## src/rtl/if_id_stage_if.sv

```systemverilog
// rtl/if_id_stage_if.sv - IF/ID stage bundle: fetch and EX inputs, decode-side outputs
interface if_id_stage_if #(
  parameter int CNT_W = 16
);
  logic [31:0]      Instruction_if;
  logic [31:0]      PC_if;
  logic             IF_flush;
  logic             MemRead_ex;
  logic [4:0]       Rd_ex;
  logic [31:0]      Instruction_id;
  logic [31:0]      PC_id;
  logic             Valid_id;
  logic [4:0]       Rs1_id;
  logic [4:0]       Rs2_id;
  logic [4:0]       Rd_id;
  logic             IFWrite;
  logic             Bubble_id;
  logic [CNT_W-1:0] StallCount;
  logic [CNT_W-1:0] FlushCount;

  modport master (
    output Instruction_if, PC_if, IF_flush, MemRead_ex, Rd_ex,
    input  Instruction_id, PC_id, Valid_id, Rs1_id, Rs2_id, Rd_id,
    input  IFWrite, Bubble_id, StallCount, FlushCount
  );

  modport slave (
    input  Instruction_if, PC_if, IF_flush, MemRead_ex, Rd_ex,
    output Instruction_id, PC_id, Valid_id, Rs1_id, Rs2_id, Rd_id,
    output IFWrite, Bubble_id, StallCount, FlushCount
  );
endinterface

```

## src/rtl/if_id_stage.sv

```systemverilog
// rtl/if_id_stage.sv - IF/ID pipeline register with load-use hazard detection and event counters
module if_id_stage #(
  parameter logic [31:0] NOP   = 32'h00000013,
  parameter int          CNT_W = 16
) (
  input  logic         clk,
  input  logic         reset,
  if_id_stage_if.slave bus
);

  logic [31:0]      instr_q;
  logic [31:0]      pc_q;
  logic             valid_q;
  logic [CNT_W-1:0] stall_count;
  logic [CNT_W-1:0] flush_count;

  logic             uses_rs1;
  logic             uses_rs2;
  logic             hazard;
  logic             bubble;
  logic [4:0]       rs1;
  logic [4:0]       rs2;

  assign rs1 = instr_q[19:15];
  assign rs2 = instr_q[24:20];

  always_comb begin
    uses_rs1 = 1'b0;
    uses_rs2 = 1'b0;
    case (instr_q[6:0])
      7'b0110011: begin uses_rs1 = 1'b1; uses_rs2 = 1'b1; end
      7'b0100011: begin uses_rs1 = 1'b1; uses_rs2 = 1'b1; end
      7'b1100011: begin uses_rs1 = 1'b1; uses_rs2 = 1'b1; end
      7'b0010011: uses_rs1 = 1'b1;
      7'b0000011: uses_rs1 = 1'b1;
      7'b1100111: uses_rs1 = 1'b1;
      default: begin
        uses_rs1 = 1'b0;
        uses_rs2 = 1'b0;
      end
    endcase
  end

  // Only registered ID state and same-cycle EX inputs feed the hazard; fetch data never does.
  assign hazard = valid_q && bus.MemRead_ex && (bus.Rd_ex != 5'd0) &&
                  ((uses_rs1 && (bus.Rd_ex == rs1)) || (uses_rs2 && (bus.Rd_ex == rs2)));
  assign bubble = hazard && !bus.IF_flush;

  always_ff @(posedge clk or negedge reset) begin
    if (!reset) begin
      instr_q <= NOP;
      pc_q    <= 32'd0;
      valid_q <= 1'b0;
    end else if (bus.IF_flush) begin
      instr_q <= NOP;
      pc_q    <= bus.PC_if;
      valid_q <= 1'b0;
    end else if (!hazard) begin
      instr_q <= bus.Instruction_if;
      pc_q    <= bus.PC_if;
      valid_q <= 1'b1;
    end
  end

  // Saturating debug counters; a flush masks the bubble so both never count together.
  always_ff @(posedge clk or negedge reset) begin
    if (!reset) begin
      stall_count <= '0;
      flush_count <= '0;
    end else begin
      if (bubble && (stall_count != '1)) stall_count <= stall_count + 1'b1;
      if (bus.IF_flush && (flush_count != '1)) flush_count <= flush_count + 1'b1;
    end
  end

  assign bus.Instruction_id = instr_q;
  assign bus.PC_id          = pc_q;
  assign bus.Valid_id       = valid_q;
  assign bus.Rs1_id         = rs1;
  assign bus.Rs2_id         = rs2;
  assign bus.Rd_id          = instr_q[11:7];
  assign bus.IFWrite        = !hazard || bus.IF_flush;
  assign bus.Bubble_id      = bubble;
  assign bus.StallCount     = stall_count;
  assign bus.FlushCount     = flush_count;

endmodule

```

## src/flat_wrapper.sv

```systemverilog
// flat-port wrapper written by rule: the top's interface ports become plain ports
module if_id_stage_flat 
#(
  parameter logic [31:0] NOP   = 32'h00000013,
  parameter int          CNT_W = 16
)
  (clk, reset, bus_Instruction_if, bus_PC_if, bus_IF_flush, bus_MemRead_ex, bus_Rd_ex, bus_Instruction_id, bus_PC_id, bus_Valid_id, bus_Rs1_id, bus_Rs2_id, bus_Rd_id, bus_IFWrite, bus_Bubble_id, bus_StallCount, bus_FlushCount);
  if_id_stage_if #(.CNT_W(CNT_W)) bus_i ();
  input  logic clk;
  input  logic reset;
  input wire logic [$bits(bus_i.Instruction_if)-1:0] bus_Instruction_if;
  input wire logic [$bits(bus_i.PC_if)-1:0] bus_PC_if;
  input wire logic [$bits(bus_i.IF_flush)-1:0] bus_IF_flush;
  input wire logic [$bits(bus_i.MemRead_ex)-1:0] bus_MemRead_ex;
  input wire logic [$bits(bus_i.Rd_ex)-1:0] bus_Rd_ex;
  output wire logic [$bits(bus_i.Instruction_id)-1:0] bus_Instruction_id;
  output wire logic [$bits(bus_i.PC_id)-1:0] bus_PC_id;
  output wire logic [$bits(bus_i.Valid_id)-1:0] bus_Valid_id;
  output wire logic [$bits(bus_i.Rs1_id)-1:0] bus_Rs1_id;
  output wire logic [$bits(bus_i.Rs2_id)-1:0] bus_Rs2_id;
  output wire logic [$bits(bus_i.Rd_id)-1:0] bus_Rd_id;
  output wire logic [$bits(bus_i.IFWrite)-1:0] bus_IFWrite;
  output wire logic [$bits(bus_i.Bubble_id)-1:0] bus_Bubble_id;
  output wire logic [$bits(bus_i.StallCount)-1:0] bus_StallCount;
  output wire logic [$bits(bus_i.FlushCount)-1:0] bus_FlushCount;
  assign bus_i.Instruction_if = bus_Instruction_if;
  assign bus_i.PC_if = bus_PC_if;
  assign bus_i.IF_flush = bus_IF_flush;
  assign bus_i.MemRead_ex = bus_MemRead_ex;
  assign bus_i.Rd_ex = bus_Rd_ex;
  assign bus_Instruction_id = bus_i.Instruction_id;
  assign bus_PC_id = bus_i.PC_id;
  assign bus_Valid_id = bus_i.Valid_id;
  assign bus_Rs1_id = bus_i.Rs1_id;
  assign bus_Rs2_id = bus_i.Rs2_id;
  assign bus_Rd_id = bus_i.Rd_id;
  assign bus_IFWrite = bus_i.IFWrite;
  assign bus_Bubble_id = bus_i.Bubble_id;
  assign bus_StallCount = bus_i.StallCount;
  assign bus_FlushCount = bus_i.FlushCount;
  if_id_stage #(.NOP(NOP), .CNT_W(CNT_W)) u_core (.clk(clk), .reset(reset), .bus(bus_i));
endmodule
```

## config.mk

```make
export PLATFORM = sky130hd
export DESIGN_NAME = if_id_stage_flat
export DESIGN_NICKNAME = d
export VERILOG_FILES = /design/src/rtl/if_id_stage_if.sv /design/src/rtl/if_id_stage.sv /design/src/flat_wrapper.sv
export SDC_FILE = /design/constraint.sdc
export NUM_CORES = 1
export LEC_CHECK = 0
export CORE_ASPECT_RATIO = 1.5
export CORE_MARGIN = 3
export CORE_UTILIZATION = 30
export DETAILED_ROUTE_END_ITERATION = 8
export SLEW_MARGIN = 20
export SYNTH_ARGS = -nofsm -noshare
export SYNTH_HDL_FRONTEND = slang
export SYNTH_SLANG_ARGS = --single-unit
```

## constraint.sdc

```tcl
create_clock -name clk -period 3.1 [get_ports clk]
set_clock_uncertainty 0.15 [all_clocks]
set_input_delay 0.62 -clock clk [delete_from_list [all_inputs] [get_ports clk]]
set_output_delay 0.62 -clock clk [all_outputs]
set_load 0.03 [all_outputs]
```

==> results.yml <==
routing:
  viasPerCell: 4.70
  drt-total-wl_um: 13100
  wl_per_cell_um: 17.1
  drc_errors: 0
  drt_iter0_drc: 77
  first_pass_iters: 6
  vias: 3585
  antenna_left: 0
placement:
  placed_area_um2: 6400
  numPortBuffers: 186
  dp.cells: 746
  dp_hpwl_um: 9860
  gp_congestion: 0.789
global_route:
  grt_max_degree: 45
  antenna_found_initial: 0
  gr-total-overflow: 0
  grt_pass1_vias: 3856
  grt_pass1_wl_um: 21000
  grt_usage_pct: 16.3
sta:
  finalSetupViolCount: 0
  finalHoldViolations: 0
  relSlewSlack_pct: 62.4
  period_share_pct: 98.9
  tightest_slew_ns: 0.565
  slew_violations: 0
  tns_ns: 0
  layout_min_cycle_time_ns: 3.07
  max_freq_ghz: 0.326
power_and_ir_drop:
  comb_power_share_pct: 21.4
  p_total_mw: 3.23
  power.internal_mw: 2.28
  p_leak_nw: 2.74
  powerDensity_nw_per_um2: 481
  irDropWorstVdd_uv: 361
  p_sw_mw: 0.951
  p_clk_share_pct: 33.6
  sequentialPowerShare_pct: 45.0
  sw_frac_of_total_pct: 29.5
floorplan:
  dieWidth_um: 104
  coreArea_um2: 14100
  io_pins: 187
  fp.dieH_um: 154
  start_util_pct: 30.9
  placementRows: 53
  dieArea_um2: 16000
critical_path:
  r2r_start: "u_core.bus.Instruction_id[4]"
  worstPathMaxFanout: 4
  crit_type: "input pin to primary output"
  cp-start-kind: "input pin"
  crit_top_cell: "buf_12"
  path_delay_family: "buffers and inverters"
  max_stage_delay_ns: 0.54
  worst-r2r-setup-slack_ns: 0.79
  timing.rr.end: "u_core.bus.PC_id[1]"
  crit_required_ns: 2.33
  path_cells: "clkdlybuf4s50_1 -> or4_4 -> o211a_1 -> and2_4 -> buf_12 -> inv_8 -> buf_12"
  path_buf_inv: 4
  cp.arrival_ns: 2.30
  ff2ff_path_depth: 8
  cp-end-kind: "primary output"
  slowest_stage: "or4_4"
logic_synthesis:
  netlist_area_um2: 4360
  yosysWarningCount: 0
  async_flop_share_pct: 100
  ys_seq_elements: 97
  seq_area_frac_synth_pct: 55.8
  syn-num-nets: 459
  synth_edf_count: 0
  yosysUniqueCellTypes: 41
  synth_flop_cell: "dfrtp_1"
  synth_area_per_cell_um2: 11.3
  synthCells: 384
final_layout:
  drive_gt1_share_pct: 8.76
  final_cell_mix: "182 x clkdlybuf4s50_1, 94 x dfrtp_1, 44 x nand3_1, 40 x nand2_1, 35 x xnor2_1"
  fin_area_um2: 6710
  final_common_cell: "clkdlybuf4s50_1"
  n_fill_cell: 1307
  syn_to_final_growth_pct: 54.0
  antenna_cells: 0
  final_cells: 763
  final_nets: 641
clock_tree:
  clockBufferDepth: 2
  cts_max_level: 3
  clk_pin_slew_ns: 0.07
  clk-insertion-delay-late_ns: 0.33
  cts_tree: "yes"
  clock_sinks: 97
  root_buffer: "clkbuf_16"
  numCtsBuffers: 9
min_path:
  hold_class: "input pin to async pin"
outcome:
  status: "finished, final reports clean"
job:
  drv_cap: 0
[metal layers]
metal / track usage [%] / vias up / routed length, um / part of all wire (%)
li1: - / 1693 / - / -
met1: 19.5 / 1758 / 5240 / 40
met2: 28.8 / 120 / 6870 / 52
met3: 4.03 / 14 / 747 / 5.7
met4: 5.07 / 0 / 231 / 1.8
met5: 0 / - / 0 / 0
[Yosys cell counts (all sizes together), types with 3 or more instances]
master / n / area, um^2
nand2: 40 / 150
and4: 5 / 43.8
inv: 4 / 22.5
xnor2: 35 / 307
mux2: 35 / 394
nand4: 16 / 100
nor3: 4 / 20.0
and3: 11 / 68.8
o21ai: 29 / 145
nand3: 44 / 220
buf: 25 / 194
clkbuf: 9 / 33.8
dfrtp: 94 / 2350
nor2: 6 / 22.5
dfstp: 3 / 78.8
[registers in the layout (all words and copies together), names as in the netlist]
| register | cells |
|---|---|
| u_core.bus.FlushCount | 16 |
| u_core.bus.StallCount | 16 |
| u_core.bus.Instruction_id | 32 |
| u_core.bus.PC_id | 32 |
| u_core.bus.Valid_id | 1 |
[worst register-to-register path, cell delays in order (launching register included)]
cell and delay [ns]:
dfstp_2 0.55, and3b_1 0.18, o211ai_1 0.25, o22ai_4 0.11
and2_4 0.18, buf_12 0.13, inv_8 0.06, buf_12 0.20
mux2_1 0.37
[kinds of logic after synthesis]
| logic type | synth area share (%) |
|---|---|
| AND/OR/NAND/NOR | 16.2 |
| flip-flops | 55.8 |
| buffers and inverters | 5.74 |
| AO/OA/AOI/OAI | 5.02 |
| XOR/XNOR | 7.44 |
| multiplexers | 9.27 |
| adder cells (fa/ha/maj) | 0.574 |
[layout make-up]
type,instances,area (um^2),area share [%]
Clock buffer,11,253,3.77
Clock inverter,5,38.8,0.578
Inverter,4,22.5,0.336
Multi-Input combinational cell,249,1690,25.2
Sequential cell,97,2430,36.2
Tap cell,192,240,3.58
Timing Repair Buffer,205,2040,30.3
[metrics by stage]
step / hold WS [ns] / setup WS [ns] / utilization, %
CTS: 0.143 / 0.0183 / 47.5
global placement: 0.319 / -0.0286 / 45.3
floorplan: 0.174 / 0.445 / -
finish: 0.121 / 0.0333 / 47.5
detailed placement: 0.324 / -0.0289 / 45.3
global route: 0.157 / -0.00375 / 47.5
[power by group through the flow]
stage | Clock (mW) | Combinational (mW) | Sequential (mW)
2_1_floorplan | 0 | 0.168 | 1.63
3_3_place_gp | 0 | 0.686 | 1.47
3_5_place_dp | 0 | 0.697 | 1.47
4_1_cts | 1.13 | 0.700 | 1.45
5_1_grt | 1.17 | 0.733 | 1.47
6_report | 1.09 | 0.689 | 1.45
[worst max-delay path by stage]
| stage | startpoint | end | slack, ns | cells past startpoint |
|---|---|---|---|---|
| after floorplan | bus_Rd_ex[0] | bus_IFWrite | 0.45 | 6 |
| after global placement | bus_Rd_ex[0] | bus_IFWrite | -0.03 | 7 |
| after detailed placement | bus_Rd_ex[0] | bus_IFWrite | -0.03 | 7 |
| after CTS | bus_Rd_ex[0] | bus_IFWrite | 0.02 | 7 |
| after global routing | bus_Rd_ex[3] | bus_IFWrite | -0.004 | 7 |
| final | bus_Rd_ex[3] | bus_IFWrite | 0.03 | 7 |
[repair_timing]
| item | 4_1_cts | 5_1_grt |
|---|---|---|
| pin swaps | 0 | 1 |
| setup buffers | 0 | 1 |
| hold buffers | 0 | 0 |
| resized for setup | 2 | 1 |
| setup endpoints to repair | 2 | 2 |
| endpoints found under the hold margin | 0 | 0 |
| gates cloned | 0 | 0 |
(Power assumes the default switching activity.)
